<file path="config.mk">
export PLATFORM = sky130hd
export DESIGN_NAME = usb_tx_pkt_flat
export DESIGN_NICKNAME = d
export VERILOG_FILES = /design/src/rtl/usb_tx_pkt_if.sv /design/src/rtl/usb_tx_pkt.sv /design/src/flat_wrapper.sv
export SDC_FILE = /design/constraint.sdc
export NUM_CORES = 1
export LEC_CHECK = 0
export BUFFER_PORTS_ARGS = -buffer_cell sky130_fd_sc_hd__buf_2
export CORE_MARGIN = 3
export CORE_UTILIZATION = 44
export CTS_CLUSTER_DIAMETER = 60
export DETAILED_ROUTE_END_ITERATION = 10
export GPL_ROUTABILITY_DRIVEN = 0
export PLACE_DENSITY = 0.7
export SLEW_MARGIN = 20
export SYNTH_ARGS = -nofsm -noshare
export SYNTH_HDL_FRONTEND = slang
export SYNTH_SLANG_ARGS = --single-unit
</file>
<file path="constraint.sdc">
create_clock -name clk -period 1.88 [get_ports clk]
set_input_delay 0.376 -clock clk [delete_from_list [all_inputs] [get_ports clk]]
set_output_delay 0.376 -clock clk [all_outputs]
set_load 0.02 [all_outputs]
</file>
<file path="src/rtl/usb_tx_pkt_if.sv">
// usb_tx_pkt_if: packet request/payload side and serializer byte side of the USB packet transmitter
interface usb_tx_pkt_if;
    logic       pkt_start;
    logic [3:0] pkt_pid;
    logic [9:0] pkt_len;
    logic [7:0] pkt_data;
    logic       pkt_data_ack;
    logic       pkt_done;
    logic [7:0] ll_byte;
    logic       ll_byte_valid;
    logic       ll_first;
    logic       ll_last;
    logic       ll_byte_ack;
    logic       ll_eop_done;

    modport master (
        input  pkt_start, pkt_pid, pkt_len, pkt_data, ll_byte_ack, ll_eop_done,
        output pkt_data_ack, pkt_done, ll_byte, ll_byte_valid, ll_first, ll_last
    );

    modport slave (
        output pkt_start, pkt_pid, pkt_len, pkt_data, ll_byte_ack, ll_eop_done,
        input  pkt_data_ack, pkt_done, ll_byte, ll_byte_valid, ll_first, ll_last
    );
endinterface

</file>
<file path="src/rtl/usb_tx_pkt.sv">
// usb_tx_pkt: builds PID / payload / CRC16 bytes for one USB packet and hands them to the serializer
module usb_tx_pkt (
    input logic          clk,
    input logic          rst,
    usb_tx_pkt_if.master bus
);
    typedef enum logic [2:0] {IDLE, PID, DATA, CRC_LO, CRC_HI, WAIT_EOP} state_t;

    state_t      state, state_nx;
    logic [3:0]  pid;
    logic [9:0]  cnt;
    logic [15:0] crc;
    logic        bub;
    logic        vld;
    logic        acc;
    logic        is_data;

    function automatic logic [15:0] crc16_byte(input logic [15:0] c, input logic [7:0] d);
        logic [15:0] r;
        r = c ^ {8'h00, d};
        for (int i = 0; i < 8; i++)
            r = r[0] ? (r >> 1) ^ 16'hA001 : r >> 1;
        return r;
    endfunction

    assign is_data = pid[1:0] == 2'b11;

    // state register, latched packet fields, running CRC and the one-cycle post-ack bubble
    always_ff @(posedge clk) begin
        if (rst) begin
            state <= IDLE;
            pid   <= 4'h0;
            cnt   <= 10'd0;
            crc   <= 16'hFFFF;
            bub   <= 1'b0;
        end else begin
            state <= state_nx;
            bub   <= acc;
            if (state == IDLE && bus.pkt_start) begin
                pid <= bus.pkt_pid;
                cnt <= bus.pkt_len;
                crc <= 16'hFFFF;
            end else if (state == DATA && acc) begin
                crc <= crc16_byte(crc, bus.pkt_data);
                cnt <= cnt - 10'd1;
            end
        end
    end

    // next state plus serializer and upstream outputs, decoded from the current state
    always_comb begin
        state_nx          = state;
        vld               = ~bub && (state == PID || state == DATA || state == CRC_LO || state == CRC_HI);
        acc               = vld && bus.ll_byte_ack;
        bus.ll_byte_valid = vld;
        bus.ll_byte       = state == PID    ? {~pid, pid} :
                            state == DATA   ? bus.pkt_data :
                            state == CRC_LO ? ~crc[7:0] :
                            state == CRC_HI ? ~crc[15:8] : 8'h00;
        bus.ll_first      = vld && state == PID;
        bus.ll_last       = vld && (state == CRC_HI || (state == PID && !is_data));
        bus.pkt_data_ack  = acc && state == DATA;
        bus.pkt_done      = state == WAIT_EOP && bus.ll_eop_done;
        case (state)
            IDLE:     if (bus.pkt_start) state_nx = PID;
            PID:      if (acc) state_nx = !is_data ? WAIT_EOP : cnt == 10'd0 ? CRC_LO : DATA;
            DATA:     if (acc && cnt == 10'd1) state_nx = CRC_LO;
            CRC_LO:   if (acc) state_nx = CRC_HI;
            CRC_HI:   if (acc) state_nx = WAIT_EOP;
            WAIT_EOP: if (bus.ll_eop_done) state_nx = IDLE;
            default:  state_nx = IDLE;
        endcase
    end
endmodule

</file>
<file path="src/flat_wrapper.sv">
// flat-port wrapper written by rule: the top's interface ports become plain ports
module usb_tx_pkt_flat 
  (clk, rst, bus_pkt_start, bus_pkt_pid, bus_pkt_len, bus_pkt_data, bus_ll_byte_ack, bus_ll_eop_done, bus_pkt_data_ack, bus_pkt_done, bus_ll_byte, bus_ll_byte_valid, bus_ll_first, bus_ll_last);
  usb_tx_pkt_if bus_i ();
  input logic clk;
  input logic rst;
  input wire logic [$bits(bus_i.pkt_start)-1:0] bus_pkt_start;
  input wire logic [$bits(bus_i.pkt_pid)-1:0] bus_pkt_pid;
  input wire logic [$bits(bus_i.pkt_len)-1:0] bus_pkt_len;
  input wire logic [$bits(bus_i.pkt_data)-1:0] bus_pkt_data;
  input wire logic [$bits(bus_i.ll_byte_ack)-1:0] bus_ll_byte_ack;
  input wire logic [$bits(bus_i.ll_eop_done)-1:0] bus_ll_eop_done;
  output wire logic [$bits(bus_i.pkt_data_ack)-1:0] bus_pkt_data_ack;
  output wire logic [$bits(bus_i.pkt_done)-1:0] bus_pkt_done;
  output wire logic [$bits(bus_i.ll_byte)-1:0] bus_ll_byte;
  output wire logic [$bits(bus_i.ll_byte_valid)-1:0] bus_ll_byte_valid;
  output wire logic [$bits(bus_i.ll_first)-1:0] bus_ll_first;
  output wire logic [$bits(bus_i.ll_last)-1:0] bus_ll_last;
  assign bus_i.pkt_start = bus_pkt_start;
  assign bus_i.pkt_pid = bus_pkt_pid;
  assign bus_i.pkt_len = bus_pkt_len;
  assign bus_i.pkt_data = bus_pkt_data;
  assign bus_i.ll_byte_ack = bus_ll_byte_ack;
  assign bus_i.ll_eop_done = bus_ll_eop_done;
  assign bus_pkt_data_ack = bus_i.pkt_data_ack;
  assign bus_pkt_done = bus_i.pkt_done;
  assign bus_ll_byte = bus_i.ll_byte;
  assign bus_ll_byte_valid = bus_i.ll_byte_valid;
  assign bus_ll_first = bus_i.ll_first;
  assign bus_ll_last = bus_i.ll_last;
  usb_tx_pkt u_core (.clk(clk), .rst(rst), .bus(bus_i));
endmodule
</file>
After elaboration in Yosys (flattened, before gate mapping)
Index checks and enable logic that the tools add are counted.

storage, ports and cells
  register bits after elaboration = 34
  output and inout port bits = 13
  word-level logic and storage cells = 74

operators by class
  add/subtract/negate cells = 1
  equal/unequal tests = 13
  muxes and demuxes = 23
  bitwise gates (word level) = 13
  reduce and logical (&&, ||, !) cells = 19

operator list
  kind                                                    number
  two-way mux 16 bit                                      8
  two-way mux 8 bit                                       4
  NOT 2 -> 3 bit                                          8
  two-way mux 3 bit                                       7
  two-way mux 10 bit                                      2
  case mux 3 bit (6 select lines)                         1
  NOT 8 bit                                               2
  XOR 16 x 8 -> 16 bit                                    1
  equality test 10 x 1 -> 1 bit (second input constant)   1
  zero test 10 bit                                        1
  subtractor 10 x 1 -> 10 bit (second input constant)     1
  logical AND 1 bit                                       9
  equality test 3 x 2 -> 1 bit (second input constant)    2
  equality test 3 bit (second input constant)             2
  inequality test 2 x 1 -> 1 bit (second input constant)  3
  inequality test 2 bit (second input constant)           3
  AND reduction 6 bit                                     1
  logical OR 1 bit                                        4
  NOT 4 bit                                               1
  equality test 3 x 1 -> 1 bit (second input constant)    1
  zero test 3 bit                                         1
  equality test 2 bit (second input constant)             1
  nonzero test 2 bit                                      1
  OR reduction 2 bit                                      1
  other kinds (3)                                         3

Depth between registers and ports, before layout
  word-level depth = 17
  gate-level depth with buffers = 7
  mapped depth without buffers = 6

Worst setup path after synthesis
No wires, ideal clock.

  path type = register -> output
  from = register u_core.state[0]
  to = output bus_ll_last
  data arrival time = 1.716 ns
  data required time = 1.504 ns
  setup slack = -0.212 ns
  cell stages (with the launch flop) = 6
  buffers on the path = 2
  path through = dfxtp_1 -> clkbuf_1 -> buf_2 -> nand2_1 -> mux2_2 -> nor3_1

on the way
  word-level cells in the longest chain between the ends = 6

RTL lines
  what                                                                          RTL line                            source
  start: declaration                                                            usb_tx_pkt.sv:9                     state_t state, state_nx;
  start signal: assignment                                                      usb_tx_pkt.sv:37                    state <= state_nx;
  equality test 3 x 1 -> 1 bit or equality test 3 x 2 -> 1 bit (tied branches)  usb_tx_pkt.sv:53, usb_tx_pkt.sv:61
  logical OR 1 bit (3 in a row)                                                 usb_tx_pkt.sv:53                    vld = ~bub && (state == PID || state == DATA || state == CRC_LO || state == CRC_HI);
  logical AND 1 bit                                                             usb_tx_pkt.sv:53
  logical AND 1 bit *                                                           usb_tx_pkt.sv:61                    bus.ll_last = vld && (state == CRC_HI || (state == PID && !is_data));
  end: declaration                                                              flat_wrapper.sv:18                  output wire logic [$bits(bus_i.ll_last)-1:0] bus_ll_last;

Mark *: on every way between the ends. The rest lies on a longest branch, timed or not.

Worst setup path after layout
  from = register u_core.state[1]
  to = output bus_ll_byte[5]

on the way
  word-level cells in the longest chain between the ends = 5

RTL lines
  what                 RTL line            source
  equality test 3 bit  usb_tx_pkt.sv:59    state == CRC_HI ? ~crc[15:8] : 8'h00;
  two-way mux 8 bit    usb_tx_pkt.sv:59
  two-way mux 8 bit    usb_tx_pkt.sv:58    state == CRC_LO ? ~crc[7:0] :
  two-way mux 8 bit    usb_tx_pkt.sv:57    state == DATA ? bus.pkt_data :
  two-way mux 8 bit *  usb_tx_pkt.sv:56    bus.ll_byte = state == PID ? {~pid, pid} :
  end: declaration     flat_wrapper.sv:15  output wire logic [$bits(bus_i.ll_byte)-1:0] bus_ll_byte;

Marked as above.

==> summary.md <==
| Metric | Value |
|---|---|
| Status | `finished, violations left` |
| Failing checks | `negative setup slack` |
| Post-route insts no fill | `373` |
| First-pass GRT wire length | `around 8.9 mm` |
| Slowest-stage cell, CP | `dfxtp_4` |
| FILL cells | `361` |
| Post-synth EDFFs | `0` |
| # rows | `24` |
| Max-Cap Viols | `0` |
| Root Buffer | `clkbuf_8` |
| Wire length per cell | `roughly 16 µm` |
| Clock Latency Late Sink | `0.29 ns` |
| Vias | `roughly 2100` |
| Area growth, synth to finish | `39.1%` |
| Synth Area in Adders | `1.23%` |
| Die Y-Extent | `73.9 µm` |
| Crit-path leading delay family | `compound AO/OA/AOI/OAI gates` |
| Worst Path Max Fanout | `5` |
| Max transition margin | `64.1%` |
| Required time of the critical path | `roughly 1.5 ns` |
| Final period util | `100%` |
| Dpl cell area | `2440 µm²` |
| Die area | `5470 µm²` |
| Cts bufs inserted | `5` |
| Min Tclk post-route | `approximately 1.9 ns` |
| Syn_area_per_cell | `7.99 µm²` |
| Hold WC Path Type | `input port to flip-flop` |
| Syn. warnings | `0` |
| Post-synthesis xor/xnor area fraction | `15.6%` |
| Drt pass-1 iters | `4` |
| CP Launch Type | `flip-flop` |
| Dpl cells | `about 350` |
| Synth Area in Compound Gates | `between 10% and 20%` |
| Antenna-violating nets left | `0` |
| Initial core utilization | `46.0%` |
| FMAX | `0.531 GHz` |
| Arr. time, crit path | `1.51 ns` |
| Register area share after synthesis | `between 30% and 40%` |
| Largest family of logic cells by synthesized area | `simple AND/OR/NAND/NOR gates` |
| # clock sinks | `34` |
| Most common cell after layout, fill and taps aside | `nand2_1` |
| Dpl hpwl | `between 3 and 4 mm` |
| Setup Crit Path Kind | `flip-flop to output port` |
| WL final | `~5.9 mm` |
| Total gr overflow | `0` |
| Distinct cell type count after synthesis | `between 40 and 50` |
| Synthesized Nets | `283` |
| Async SR Flop Fraction | `0%` |
| Setup Viol. Count Final | `1` |
| Top_reg_cell synth | `dfxtp_1` |
| Unrepaired setup endpoints after global routing | `yes` |
| Clock Skews | `0.00754 ns` |
| Multiplexer share of the synthesized area | `under 10%` |
| Most frequent cells in the layout | `nand2_1, buf_4, dfxtp_1` |
| Share of cells above drive strength 1 | `35.5%` |
| DRC violations left | `0` |
| Setup crit end kind | `output port` |
| Post-Synth Simple-Gate Area | `25.0%` |
| Ports | `40` |
| Die width | `73.9 µm` |
| Clock transition at the registers of the reported paths | `0.08 ns` |
| Worst-path cell chain | `clkbuf_16, a311oi_2, nor2_1, a21oi_1, buf_4` |
| Final count of hold timing violations | `0` |
| Clock buffer depth | `2` |
| # hold bufs at CTS | `0` |
| CTS tree | `yes` |
| WP buf/inv | `2` |
| Tot GR Track Use | `21.0%` |
| Fin. max-slew vios | `0` |
| Pwr/cell area | `723 nW/µm²` |
| Synth Cell Area | `between 2000 and 2500 µm²` |
| # diodes | `0` |
| Fin area | `2830 µm²` |
| Largest net degree at the start of global routing | `26` |
| Vias in the first global route | `1919` |
| NumNets Final | `349` |
| CORE AREA | `between 4000 and 5000 µm²` |
| Initial antenna violation count | `0` |
| P_leak | `0.00124 µW` |
| Max incr delay on CP | `0.39 ns` |
| Vias per cell | `~5.6` |
| Synthesized flop and latch total | `34` |
| Maximum vdd drop | `0.000507 V` |
| Worst-Margin Slew | `about 0.53 ns` |
| PortBufs | `39` |
| Fin worst setup slack | `-0.00154 ns` |
| Mapped Cells | `254` |
| DR iter-0 viols | `161` |
| H-tree levels | `2` |
==> flip-flops by register name, summed over array words and instances (netlist names) <==
name	count
u_core.cnt	10
u_core.pid	4
u_core.crc	16
u_core.bub	1
u_core.state	3
==> tightest hold or removal path: cells and delay by family <==
family | cells | cell delay (ns)
AOI/OAI and AO/OA | 1 | 0.05
buffers and inverters | 1 | 0.10
and+or+nand+nor | 1 | 0.05
==> through the flow <==
| stage | TNS (ns) | setup WS (ns) | utilization (%) | hold slack [ns] | power [µW] |
|---|---|---|---|---|---|
| 5_1_grt | -0.271 | -0.0930 | 64.0 | 0.344 | 2140 |
| 4_1_cts | -0.00939 | -0.00939 | 58.6 | 0.319 | 1960 |
| 6_report | -0.00154 | -0.00154 | 64.0 | 0.320 | 2040 |
| 3_5_place_dp | -0.0624 | -0.0366 | 55.2 | 0.483 | 1370 |
| 3_3_place_gp | 0 | 0.0156 | 55.2 | 0.479 | 1360 |
| 2_1_floorplan | -0.0456 | -0.0456 | - | 0.450 | 1180 |
==> layout make-up <==
| cell class | count | area (µm²) | area share (%) |
|---|---|---|---|
| multi-input cells | 198 | 1380 | 48.8 |
| flip-flops and latches | 34 | 692 | 24.5 |
| repair buffers | 74 | 566 | 20.0 |
| clock buffers | 6 | 82.6 | 2.92 |
| well taps | 52 | 65.1 | 2.30 |
| inverters | 7 | 28.8 | 1.02 |
| clock inverters | 2 | 12.5 | 0.443 |
==> final timing paths <==
path                   start             end  slack (ns)  cells past startpoint
max reg2reg    u_core.crc[5]  u_core.crc[15]        0.05                      5
max          u_core.state[1]  bus_ll_byte[5]      -0.002                      5
min reg2reg   u_core.crc[12]   u_core.crc[4]        0.49                      2
min           bus_pkt_pid[1]   u_core.pid[1]        0.32                      3
==> Yosys cell counts, types with 6 or more instances <==
cell,count,area [µm²]
a211oi_1,11,82.6
a21oi_1,18,90.1
clkbuf_1,12,45.0
dfxtp_1,34,681
inv_1,6,22.5
nand2_1,39,146
nand3_1,9,45.0
nor2_1,26,97.6
nor3_1,9,45.0
o211ai_1,8,60.1
xnor2_1,17,149
xor2_1,9,78.8
==> power by group <==
group          total (µW)  internal [µW]  switching (µW)
sequential            813            759            53.4
combinational         657            314             343
clock                 574            294             279
total                2040           1370             676
==> per-layer routing <==
metal	up-vias	share of wire, %	GRT usage (%)
met4	0	2.7	8.05
li1	1030	-	-
met3	16	6.5	4.46
met5	-	0	0
met2	76	46	33.7
met1	981	45	27.8
==> kinds of logic after synthesis <==
kind of cell	count (synthesis)
and+or+nand+nor	106
AOI/OAI and AO/OA	53
DFF	34
xor gates and xnor gates	31
buffers and inverters	22
muxes	6
adders and majority gates	2
==> what timing repair did <==
item / 4_1_cts / 5_1_grt
cloned: 0 / 2
gates resized for setup: 16 / 31
pin swaps: 2 / 11
setup buffers: 2 / 7
endpoints found under the setup margin: 11 / 11
endpoints found under the hold margin: 0 / 0
No activity file was read; power rests on OpenSTA's default activity.
